### src/rtl/spi_reg_host.sv
// SPI mode-0 host that issues single-register read/write frames: a REG_W-bit header then a REG_W-bit data phase.
// Optional macro SPI_REG_HOST_MISO_SYNC_EN adds a 2-flop synchroniser on spi_miso (requires CLK_DIV >= 6).
module spi_reg_host #(
  parameter int ADDR_W  = 3,
  parameter int REG_W   = 8,
  parameter int CLK_DIV = 8
) (
  input  logic              clk,
  input  logic              rst,
  input  logic              start,
  input  logic              rw,
  input  logic [1:0]        width,
  input  logic [ADDR_W-1:0] addr,
  input  logic [REG_W-1:0]  wdata,
  output logic              busy,
  output logic              done,
  output logic [REG_W-1:0]  rdata,
  output logic [REG_W-1:0]  status,
  output logic              spi_cs_n,
  output logic              spi_clk,
  output logic              spi_mosi,
  input  logic              spi_miso
);

  localparam int FRAME_W = 2 * REG_W;
  localparam int BIT_W   = $clog2(FRAME_W);
  localparam int DIV_W   = $clog2(CLK_DIV);
  localparam logic [BIT_W-1:0] LAST_BIT = BIT_W'(FRAME_W - 1);
  localparam logic [BIT_W-1:0] HDR_LAST = BIT_W'(REG_W - 1);
  localparam logic [DIV_W-1:0] DIV_LAST = DIV_W'(CLK_DIV - 1);

  typedef enum logic [2:0] {IDLE, SETUP, SHIFT, HOLD, GAP} state_t;

  state_t             state;
  logic [DIV_W-1:0]   div_cnt;
  logic [BIT_W-1:0]   bit_cnt;
  logic               rd_q;
  logic [FRAME_W-1:0] tx_sr;
  logic [REG_W-1:0]   rx_sr;
  logic [REG_W-1:0]   stat_cap;
  logic [REG_W-1:0]   hdr;
  logic               miso_smp;
  logic               div_end;
  logic               rise_now;
  logic               fall_now;

`ifdef SPI_REG_HOST_MISO_SYNC_EN
  logic [1:0] miso_sync;
  always_ff @(posedge clk) begin
    miso_sync <= {miso_sync[0], spi_miso};
  end
  assign miso_smp = miso_sync[1];
`else
  assign miso_smp = spi_miso;
`endif

  always_comb begin
    hdr = '0;
    hdr[REG_W-1]      = rw;
    hdr[REG_W-2 -: 2] = width;
    hdr[ADDR_W-1:0]   = addr;
  end

  assign div_end  = (div_cnt == DIV_LAST);
  // SETUP expiry produces the first rising edge; later ones come from SHIFT with SCLK low
  assign rise_now = div_end && ((state == SETUP) || ((state == SHIFT) && !spi_clk));
  assign fall_now = div_end && (state == SHIFT) && spi_clk;

  always_ff @(posedge clk or posedge rst) begin
    if (rst) begin
      state    <= IDLE;
      div_cnt  <= '0;
      bit_cnt  <= '0;
      rd_q     <= 1'b0;
      busy     <= 1'b0;
      done     <= 1'b0;
      spi_cs_n <= 1'b1;
      spi_clk  <= 1'b0;
      spi_mosi <= 1'b0;
      rdata    <= '0;
      status   <= '0;
    end else begin
      done    <= 1'b0;
      div_cnt <= div_end ? '0 : div_cnt + 1'b1;
      case (state)
        IDLE: begin
          div_cnt <= '0;
          bit_cnt <= '0;
          if (start) begin
            state    <= SETUP;
            rd_q     <= ~rw;
            busy     <= 1'b1;
            spi_cs_n <= 1'b0;
            spi_mosi <= rw;
          end
        end
        SETUP: begin
          if (div_end) begin
            state   <= SHIFT;
            spi_clk <= 1'b1;
          end
        end
        SHIFT: begin
          if (div_end) begin
            spi_clk <= ~spi_clk;
            if (spi_clk) begin
              if (bit_cnt == LAST_BIT) begin
                state    <= HOLD;
                spi_mosi <= 1'b0;
              end else begin
                bit_cnt  <= bit_cnt + 1'b1;
                spi_mosi <= tx_sr[FRAME_W-2];
              end
            end
          end
        end
        HOLD: begin
          if (div_end) begin
            state    <= GAP;
            spi_cs_n <= 1'b1;
          end
        end
        GAP: begin
          if (div_end) begin
            state  <= IDLE;
            busy   <= 1'b0;
            done   <= 1'b1;
            status <= stat_cap;
            if (rd_q) rdata <= rx_sr;
          end
        end
        default: state <= IDLE;
      endcase
    end
  end

  // datapath shift registers carry no reset; their contents are only published via status/rdata
  always_ff @(posedge clk) begin
    if ((state == IDLE) && start) begin
      tx_sr <= {hdr, (rw ? wdata : {REG_W{1'b0}})};
    end else if (fall_now && (bit_cnt != LAST_BIT)) begin
      tx_sr <= tx_sr << 1;
    end
    if (rise_now) begin
      rx_sr <= {rx_sr[REG_W-2:0], miso_smp};
      if (bit_cnt == HDR_LAST) stat_cap <= {rx_sr[REG_W-2:0], miso_smp};
    end
  end

endmodule

### config.mk
export PLATFORM = sky130hd
export DESIGN_NAME = spi_reg_host
export DESIGN_NICKNAME = d
export VERILOG_FILES = /design/src/rtl/spi_reg_host.sv
export SDC_FILE = /design/constraint.sdc
export NUM_CORES = 1
export LEC_CHECK = 0
export ABC_AREA = 1
export CELL_PAD_IN_SITES_DETAIL_PLACEMENT = 0
export CELL_PAD_IN_SITES_GLOBAL_PLACEMENT = 2
export CORE_MARGIN = 2
export CORE_UTILIZATION = 30
export DETAILED_ROUTE_END_ITERATION = 7
export PLACE_DENSITY_LB_ADDON = 0.2
export SLEW_MARGIN = 5
export SYNTH_ARGS = -nofsm -noshare
export SYNTH_HDL_FRONTEND = slang
export SYNTH_SLANG_ARGS = --single-unit
### constraint.sdc
create_clock -name clk -period 1.9 [get_ports clk]
set_clock_uncertainty 0.2 [all_clocks]
set_input_delay 0.285 -clock clk [delete_from_list [all_inputs] [get_ports clk]]
set_output_delay 0.285 -clock clk [all_outputs]
set_load 0.01 [all_outputs]
==> metrics.txt <==
P&R area growth vs syn=29.9%; Setup TNS Final=0 ns; DRT antenna net count=0; crit path buf inv count=1; Clock power frac=0.304; Worst Path Arrival=1.32 ns; largest area contributor in the netlist=edfxtp_1; P per Cell Area=1080 nW/um^2; max_cap viols=0; Post-Synthesis Cells=256; fraction of registers with async set/reset=0.508; Reg power frac=0.481; hpwl dp=3760 microns; cts hold-fix bufs=0; Worst-Skew Late Latency=around 0.34 ns; Max clock buf depth=2; placed inst area=3170 sq um; commonest non-fill, non-tap cell in the layout=nand2_1; yosys warns=0; GRT Total Usage=0.124; largest net degree at the start of global routing=33; Core Region=roughly 8600 sq um; WL final=5330 microns; Inserted Diodes=0; cell family with most CP delay=buffers and inverters; number of synthesized flops with an enable pin=29; f_max=0.553 GHz; Num CTS Buffers=9; Max-slew headroom=0.739; Leak Pwr=0.00152 uW; synthesized cell area=2610 sq um; ranking of synthesized cells by area=edfxtp_1, dfrtp_1, nand2_1; Worst path slowest cell=clkdlybuf4s50_1; Rows=34; max-slew violation count=0; CTS tree=yes; TritonRoute pass-1 iters=5; Synthesized Nets=277; Syn Area/Cell=10.2 sq um; CP endpoint kind=primary output; Clk pin slew, worst setup/hold paths=0.07 ns; Ports=39; Worst-Margin Slew=between 0.3 and 0.4 ns; initial antenna violation count=0; total gr overflow=0; outcome=complete, no violations; Top FF cell, synth=dfrtp_1; Root Driver=clkbuf_8; fin nets=332; Final min period=around 1.8 ns; CP required=1.41 ns; # clock sinks=63; internal power=2540 uW; Synth Register Bits=63; chip width=97.2 microns; final hold viol count=0; Hold WC Path Type=in -> async; post-layout util=0.394; Final Cell Area=between 3000 and 4000 sq um; Die Y=between 90 and 100 microns; Worst VDD drop=0.000320 V; commonest cells after routing, fill and taps aside=nand2_1, clkdlybuf4s50_1, dfrtp_1, edfxtp_1, nand3_1; Die Area=9450 sq um; IO buf count=38; Worst setup SP type=flip-flop; vias in the first global route=around 1.8k; drt initial violations=45; first-pass GRT wire length=9110 microns; Hold WS=0.0934 ns; RSZ-0062 raised after global routing=no; Largest stage delay, worst path=between 0.5 and 0.6 ns; Net Switching=1110 uW; Logic pwr share=0.216; crit-path max FO=3; final setup fails=0; Final GP Congestion=around 0.73; starting density of the core=0.303; Power, Total=3640 uW; Setup CP Type=reg -> out; drt drc=0; Wirelength per Cell=12.6 microns; post-synth top area share=0.334; detailed-route via count=1865; layout cells sized above 1=0.127; Layout fillers=around 880; synth unique cells=25; H-tree Lvls=3; crit-path cells=clkdlybuf4s50_1; Seq/Total Area, Yosys=0.657; drt via density=4.40; Final Cycle Share=0.952; Sw Ratio=0.304
## path summary, 6_finish.rpt
kind / cells past startpoint / endpoint / start / slack, ns
setup / recovery: 1 / spi_clk / spi_clk$_DFFE_PP0P_ / 0.09
hold / removal: 3 / rdata[3]$_DFFE_PP0P_ / rst / 0.09
setup reg to reg: 5 / tx_sr[10]$_DFFE_PP_ / bit_cnt[0]$_DFFE_PP0P_ / 0.11
hold reg to reg: 1 / div_cnt[0]$_DFF_PP0_ / div_cnt[0]$_DFF_PP0_ / 0.24
max in group asynchronous: 3 / spi_cs_n$_DFFE_PP1P_ / rst / 1.16
min in group clk: 1 / div_cnt[0]$_DFF_PP0_ / div_cnt[0]$_DFF_PP0_ / 0.24
## stage by stage
stage	std cells	worst slack [ns]
after floorplan	256	0.0447
after CTS	424	0.0235
after global placement	405	-0.00938
after global routing	424	0.000699
final	424	0.0909
after detailed placement	405	-0.0203
## synth_stat cells, drive strengths merged, types with 3 or more instances
master  instances
nand2         107
nand4           3
inv            16
edfxtp         29
dfrtp          31
buf             5
ha              3
nor2           15
nand3          25
o21ai          10
## logic make-up after synthesis
kind of cell,synth area share
XOR/XNOR,0.00336
AO/OA/AOI/OAI,0.0211
buffers and inverters,0.0393
flip-flops,0.657
adder cells (fa/ha/maj),0.0144
AND/OR/NAND/NOR,0.265
## timing repair
action                     in CTS  in global routing
setup buffers                   3                  0
setup endpoints to repair      17                 18
pin swaps                       1                  1
resized for setup               2                  3
## final cells by class
cell class                      instances  area (sq um)  area share
Sequential cell                        63          1710       0.506
Multi-Input combinational cell        171           802       0.237
Timing Repair Buffer                   50           494       0.146
Clock buffer                           12           135      0.0399
Tap cell                              108           135      0.0399
Inverter                               16          60.1      0.0177
Clock inverter                          4          47.5      0.0140
## registers in the layout (all words and copies together) (netlist names)
name / cells
done: 1
rd_q: 1
busy: 1
spi_cs_n: 1
tx_sr: 15
div_cnt: 3
stat_cap: 8
bit_cnt: 4
state: 3
spi_clk: 1
spi_mosi: 1
status: 8
rx_sr: 8
rdata: 8
## power groups by stage
stage	Clock [uW]	Sequential, uW	Combinational [uW]
after floorplan	0	1720	559
final	1110	1750	785
after global placement	0	1770	805
after detailed placement	0	1780	800
after CTS	1140	1750	803
after global routing	1210	1780	917
## routing by layer
metal | vias to the layer above | routed length (microns) | track usage
met2 | 44 | 2550 | 0.194
met4 | 0 | 83 | 0.0609
met3 | 7 | 216 | 0.0345
met1 | 872 | 2490 | 0.160
met5 | - | 0 | 0
li1 | 942 | - | -
(Power assumes the default switching activity.)
